## config.mk

```make
export PLATFORM = sky130hd
export DESIGN_NAME = i2c_slave_reg_target
export DESIGN_NICKNAME = d
export VERILOG_FILES = /design/src/rtl/i2c_globals_pkg.sv /design/src/rtl/i2c_bus_cond_detect.sv /design/src/rtl/i2c_slave_reg_target.sv
export SDC_FILE = /design/constraint.sdc
export NUM_CORES = 1
export LEC_CHECK = 0
export CAP_MARGIN = 30
export CELL_PAD_IN_SITES_DETAIL_PLACEMENT = 1
export CELL_PAD_IN_SITES_GLOBAL_PLACEMENT = 2
export CORE_MARGIN = 1.5
export CORE_UTILIZATION = 39
export CTS_BUF_LIST = sky130_fd_sc_hd__clkbuf_16
export DETAILED_ROUTE_END_ITERATION = 16
export MAX_ROUTING_LAYER = met4
export PLACE_DENSITY = 0.77
export SKIP_CTS_REPAIR_TIMING = 1
export SLEW_MARGIN = 30
export SYNTH_ARGS = -nofsm -noshare
export SYNTH_HDL_FRONTEND = slang
export SYNTH_SLANG_ARGS = --single-unit
```

## constraint.sdc

```tcl
create_clock -name pclk -period 2.1 [get_ports pclk]
set_input_delay 0.42 -clock pclk [delete_from_list [all_inputs] [get_ports pclk]]
set_output_delay 0.42 -clock pclk [all_outputs]
set_load 0.05 [all_outputs]
```

## src/rtl/i2c_globals_pkg.sv

```systemverilog
// Shared I2C constants and the register-target state encoding.
// Used by the target RTL and by bus-side monitors.
package i2c_globals_pkg;

    localparam int   I2C_BYTE_W = 8;
    localparam logic I2C_ACK    = 1'b0;
    localparam logic I2C_NACK   = 1'b1;

    typedef enum logic [3:0] {
        ST_IDLE,
        ST_ADDR,
        ST_ADDR_ACK,
        ST_PTR,
        ST_PTR_ACK,
        ST_WDATA,
        ST_WDATA_ACK,
        ST_RDATA,
        ST_RDATA_ACK,
        ST_WAIT_STOP
    } i2c_target_state_e;

endpackage

```

## src/rtl/i2c_bus_cond_detect.sv

```systemverilog
// SCL/SDA synchronizers, one-pclk edge pulses and START/STOP detection.
// Edges appear SYNC_STAGES+1 pclk after the pin transition.
module i2c_bus_cond_detect #(
    parameter int SYNC_STAGES = 2
) (
    input  logic pclk,
    input  logic areset,
    input  logic scl_i,
    input  logic sda_i,
    output logic sda,
    output logic scl_rise,
    output logic scl_fall,
    output logic start,
    output logic stop
);

    logic [SYNC_STAGES-1:0] scl_sync;
    logic [SYNC_STAGES-1:0] sda_sync;
    logic                   scl_q;
    logic                   sda_q;
    logic                   scl;

    always_ff @(posedge pclk or negedge areset) begin
        if (!areset) begin
            scl_sync <= '1;
            sda_sync <= '1;
            scl_q    <= 1'b1;
            sda_q    <= 1'b1;
        end else begin
            scl_sync <= {scl_sync[SYNC_STAGES-2:0], scl_i};
            sda_sync <= {sda_sync[SYNC_STAGES-2:0], sda_i};
            scl_q    <= scl;
            sda_q    <= sda;
        end
    end

    assign scl      = scl_sync[SYNC_STAGES-1];
    assign sda      = sda_sync[SYNC_STAGES-1];
    assign scl_rise = scl & ~scl_q;
    assign scl_fall = ~scl & scl_q;
    // SDA moving while SCL is high is a bus condition, not data
    assign start    = ~sda & sda_q & scl;
    assign stop     = sda & ~sda_q & scl;

endmodule

```

## src/rtl/i2c_slave_reg_target.sv

```systemverilog
// I2C target with a byte-wide register file: pointer write,
// auto-incrementing data writes and auto-incrementing reads.
module i2c_slave_reg_target
    import i2c_globals_pkg::*;
#(
    parameter logic [6:0] SLAVE_ADDR  = 7'h68,
    parameter int         NUM_REGS    = 8,
    parameter int         SYNC_STAGES = 2
) (
    input  logic                        pclk,
    input  logic                        areset,
    input  logic                        scl_i,
    input  logic                        sda_i,
    output logic                        scl_o,
    output logic                        scl_oen,
    output logic                        sda_o,
    output logic                        sda_oen,
    output logic                        wr_valid,
    output logic [$clog2(NUM_REGS)-1:0] wr_addr,
    output logic [7:0]                  wr_data,
    output logic                        busy
);

    localparam int         AW   = $clog2(NUM_REGS);
    localparam logic [8:0] NREG = 9'(NUM_REGS);

    i2c_target_state_e state, state_n;

    logic [2:0]            cnt, cnt_n;
    logic [I2C_BYTE_W-2:0] shreg, sh_n;
    logic [I2C_BYTE_W-1:0] txb, txb_n, rx;
    logic [AW-1:0]         ptr, ptr_n, ptr_inc;
    logic                  oen, oen_n;
    logic                  busy_n;
    logic                  wr_en;
    logic [I2C_BYTE_W-1:0] regs [NUM_REGS];

    logic sda_s, scl_rise, scl_fall, start, stop;

    i2c_bus_cond_detect #(
        .SYNC_STAGES(SYNC_STAGES)
    ) u_cond (
        .pclk    (pclk),
        .areset  (areset),
        .scl_i   (scl_i),
        .sda_i   (sda_i),
        .sda     (sda_s),
        .scl_rise(scl_rise),
        .scl_fall(scl_fall),
        .start   (start),
        .stop    (stop)
    );

    assign rx      = {shreg, sda_s};
    assign ptr_inc = ptr + AW'(1);
    assign scl_o   = 1'b0;
    assign scl_oen = 1'b1;
    assign sda_o   = 1'b0;
    assign sda_oen = oen;

    always_ff @(posedge pclk or negedge areset) begin
        if (!areset) begin
            state <= ST_IDLE;
            cnt   <= '0;
            shreg <= '0;
            txb   <= '0;
            ptr   <= '0;
            oen   <= 1'b1;
            busy  <= 1'b0;
        end else begin
            state <= state_n;
            cnt   <= cnt_n;
            shreg <= sh_n;
            txb   <= txb_n;
            ptr   <= ptr_n;
            oen   <= oen_n;
            busy  <= busy_n;
        end
    end

    always_ff @(posedge pclk or negedge areset) begin
        if (!areset) begin
            wr_valid <= 1'b0;
            wr_addr  <= '0;
            wr_data  <= '0;
            for (int i = 0; i < NUM_REGS; i++) regs[i] <= '0;
        end else begin
            wr_valid <= wr_en;
            if (wr_en) begin
                regs[ptr] <= rx;
                wr_addr   <= ptr;
                wr_data   <= rx;
            end
        end
    end

    always_comb begin
        state_n = state;
        cnt_n   = cnt;
        sh_n    = shreg;
        txb_n   = txb;
        ptr_n   = ptr;
        oen_n   = oen;
        busy_n  = busy;
        wr_en   = 1'b0;
        if (stop) begin
            state_n = ST_IDLE;
            oen_n   = 1'b1;
            busy_n  = 1'b0;
        end else if (start) begin
            state_n = ST_ADDR;
            cnt_n   = '0;
            oen_n   = 1'b1;
            busy_n  = 1'b1;
        end else begin
            if (scl_rise && (state inside {ST_ADDR, ST_PTR, ST_WDATA})) begin
                sh_n  = rx[I2C_BYTE_W-2:0];
                cnt_n = cnt + 3'd1;
            end
            unique case (state)
                ST_ADDR: begin
                    if (scl_rise && cnt == 3'd7)
                        state_n = (rx[7:1] == SLAVE_ADDR) ? ST_ADDR_ACK
                                                          : ST_WAIT_STOP;
                end
                ST_PTR: begin
                    if (scl_rise && cnt == 3'd7) begin
                        if ({1'b0, rx} < NREG) begin
                            ptr_n   = rx[AW-1:0];
                            state_n = ST_PTR_ACK;
                        end else begin
                            state_n = ST_WAIT_STOP;
                        end
                    end
                end
                ST_WDATA: begin
                    if (scl_rise && cnt == 3'd7) begin
                        wr_en   = 1'b1;
                        ptr_n   = ptr_inc;
                        state_n = ST_WDATA_ACK;
                    end
                end
                // first fall drives the ACK, second fall ends the ACK clock
                ST_ADDR_ACK, ST_PTR_ACK, ST_WDATA_ACK: begin
                    if (scl_fall) begin
                        if (oen) begin
                            oen_n = I2C_ACK;
                        end else begin
                            oen_n = 1'b1;
                            if (state != ST_ADDR_ACK) begin
                                state_n = ST_WDATA;
                            end else if (shreg[0]) begin
                                state_n = ST_RDATA;
                                txb_n   = regs[ptr];
                                oen_n   = regs[ptr][I2C_BYTE_W-1];
                            end else begin
                                state_n = ST_PTR;
                            end
                        end
                    end
                end
                ST_RDATA: begin
                    if (scl_rise) begin
                        cnt_n = cnt + 3'd1;
                        if (cnt == 3'd7) state_n = ST_RDATA_ACK;
                    end else if (scl_fall) begin
                        oen_n = txb[~cnt];
                    end
                end
                ST_RDATA_ACK: begin
                    if (scl_fall) begin
                        oen_n = 1'b1;
                    end else if (scl_rise) begin
                        if (sda_s == I2C_NACK) begin
                            state_n = ST_WAIT_STOP;
                        end else begin
                            ptr_n   = ptr_inc;
                            txb_n   = regs[ptr_inc];
                            state_n = ST_RDATA;
                        end
                    end
                end
                default: ;
            endcase
        end
    end

endmodule
```

==> flow_metrics.py <==
metrics = {
    "die": {
        "fp.coreArea_sq_um": 14000,
        "die_h_microns": 124,
        "die_area_sq_um": 15300,
        "io_pins": 21,
        "row_count": 43,
        "die_x_microns": 124,
        "start_util_pct": 40.6,
    },
    "worst_setup_path": {
        "crit_fanout": 4,
        "worstPathCellList": "ha_2 > ha_4 > nand4bb_4 > nor2_2 > nor4b_4 > buf_4 > nand2_2 > buf_6 > mux2_2",
        "worstPathArrival_ns": 2.36,
        "max_stage_delay_ns": 0.37,
        "slowest_stage": "dfrtp_1",
        "start_kind": "flip-flop",
        "cp_data_required_time_ns": 2.35,
        "path_class": "reg2reg",
        "end_kind": "flip-flop",
    },
    "placed_design": {
        "dpl_cell_area_sq_um": 6430,
        "portBuffers": 17,
        "place_congestion": 0.843,
        "dp_hpwl_microns": 11300,
    },
    "yosys": {
        "ys_top_cells_by_count": "dfrtp_1 (102), mux2_2 (76), mux4_2 (31)",
        "ys_warn_count": 0,
        "synth_edf_count": 0,
        "async_flop_share_pct": 100,
        "syn_inst": 437,
        "yosys-top-cells-area": "dfrtp_1 (45%), mux2_2 (15%), mux4_2 (12%)",
        "yosysMostFrequentCell": "dfrtp_1",
        "synth-seq-cells": 109,
        "synth_compound_area_share_pct": 8.09,
        "synth_flop_cell": "dfrtp_1",
        "syn_avg_cell_area_sq_um": 13.0,
        "synthXorXnorAreaFrac_pct": 0.308,
        "synth_top_area_share_pct": 44.8,
        "synth_area_sq_um": 5690,
        "yosysSeqAreaShare_pct": 48.1,
        "synth_top_family_by_area": "multiplexers",
        "synth-adder-area-share_pct": 0.835,
        "synthMuxAreaShare_pct": 30.5,
        "ys_types": 60,
        "yosys.area_share.simple_pct": 8.79,
        "yosys.area.top_type": "dfrtp_1",
    },
    "global_route": {
        "grt_pass1_vias": 4228,
        "gr-total-overflow": 0,
        "grt_max_degree": 44,
        "antenna_found_initial": 0,
        "grt_pass1_wl_microns": 24500,
        "grt_usage_pct": 22.7,
    },
    "status": {
        "violations": "setup timing",
        "status": "finished with violations",
    },
    "cts": {
        "cts.reportedPaths.clkPinSlew_ns": 0.08,
        "insertion_delay_ns": 0.36,
        "htree_levels": 3,
        "cts_max_path_buffers": 2,
        "cts_buffers": 9,
        "cts_root_buffer": "clkbuf_16",
        "cts_sinks": 109,
        "cts_tree": "yes",
    },
    "sta": {
        "layout_min_cycle_time_ns": 2.12,
        "fin_hold_ws_ns": 0.0688,
        "period_share_pct": 101,
        "setup_viol": 11,
        "setup_tns_ns": -0.0714,
        "tightest_slew_ns": 0.598,
        "finalClockSkew_ns": 0.0156,
        "slew_headroom_pct": 60.1,
        "grt_setup_unrepaired": "true",
        "fmax_mhz": 473,
        "timing.final.ws_setup_ns": -0.0156,
        "finalMaxSlewViolations": 0,
        "finalHoldViolCount": 0,
    },
    "routing": {
        "num_vias": 3939,
        "drcViolationCount": 0,
        "ant_nets": 0,
        "drt-initial-drc-count": 227,
        "wl_microns": 15800,
        "wl_per_cell_microns": 23.3,
        "dr.pass1.iters": 4,
        "vias_per_cell": 5.84,
    },
    "finish": {
        "synthToLayoutAreaGrowth_pct": 20.8,
        "post-route-util_pct": 49.0,
        "nNetsFinal": 497,
        "final_layout_size_suffix_gt1_share_pct": 45.1,
        "antenna_cells": 0,
        "nFillCells": 1429,
        "fin_area_sq_um": 6880,
    },
    "min_path": {
        "hp-class": "in2async",
    },
    "run": {
        "maxCapViolCount": 0,
    },
    "power": {
        "ir_drop_mv": 0.544,
        "p_total_w": 0.00472,
        "power.leakage_nw": 3.05,
        "power_density_nw_per_um2": 686,
    },
}
where the power goes:
part / leakage (nW) / internal, W / switching (W) / total, W
Clock: 0.141 / 0.000830 / 0.000834 / 0.00166
Sequential: 1.48 / 0.00219 / 0.0000612 / 0.00225
Combinational: 1.43 / 0.000289 / 0.000516 / 0.000806
flip-flops by register name, indices dropped and copies added, names as in the netlist:
name and flops:
regs 64, txb 8, wr_data 8, shreg 7, state 4, cnt 3, ptr 3, wr_addr 3
u_cond.scl_sync 2, u_cond.sda_sync 2, busy 1, sda_oen 1, u_cond.scl_q 1, u_cond.sda_q 1, wr_valid 1
cell usage in the layout, fill, tap and decap left out, drive strengths merged, types with 2 or more instances in the layout:
cell	instances
ha	3
nor3	6
or4b	2
clkbuf	9
mux2i	9
nor4b	2
a21oi	7
or3	2
dfrtp	102
mux4	31
a22o	3
xor2	2
a2111oi	3
a211oi	7
nor4	2
nor2	12
buf	63
o22ai	10
nand2b	5
o31ai	9
o21ai	12
clkdlybuf4s50	15
nand2	30
mux2	84
nor2b	11
dfstp	7
a311oi	2
and2	2
inv	8
nand3b	2
clkinv	4
nand3	5
conb	3
metrics by stage:
stage	setup WS, ns	std cells
floorplan	0.0102	438
global placement	0.00849	657
detailed placement	-0.0791	657
CTS	-0.0878	673
global route	-0.0884	675
finish	-0.0156	675
worst max-delay path: cells and delay by family, from the launching register on:
family                     cells  cell delay [ns]
DFF                            1             0.37
and+or+nand+nor                4             0.63
muxes                          1             0.27
buffers and inverters          2             0.37
adders and majority gates      2             0.36
final timing paths:
check | start | endpoint | slack (ns) | cells after the start
max reg2reg | cnt[0] | regs[29] | -0.02 | 9
min in group pclk | u_cond.sda_sync[0] | u_cond.sda_sync[1] | 0.36 | 0
min reg2reg | u_cond.sda_sync[0] | u_cond.sda_sync[1] | 0.36 | 0
min | areset | regs[8] | 0.07 | 1
max in group asynchronous | areset | u_cond.sda_q | 1.36 | 2
max | cnt[0] | regs[29] | -0.02 | 9
kinds of logic after synthesis:
kind of cell | Yosys count
adders and majority gates | 4
xor gates and xnor gates | 2
and+or+nand+nor | 89
AOI/OAI and AO/OA | 64
DFF | 109
muxes | 124
other | 2
buffers and inverters | 43
layout make-up:
cell class,instances,area [sq um],share of cell area (%)
Inverter,6,22.5,0.328
Multi-Input combinational cell,286,2900,42.1
Clock inverter,7,66.3,0.964
Sequential cell,109,2740,39.8
Tap cell,180,225,3.28
Clock buffer,9,225,3.28
Timing Repair Buffer,78,703,10.2
layer usage:
metal / global-route usage, % / vias to the layer above / part of all wire [%]
met5: - / - / 0
met4: 6.97 / 0 / 1.9
met3: 5.13 / 21 / 3.7
met2: 37.4 / 73 / 51
met1: 28.1 / 2096 / 43
li1: - / 1749 / -
(Power assumes the default switching activity.)
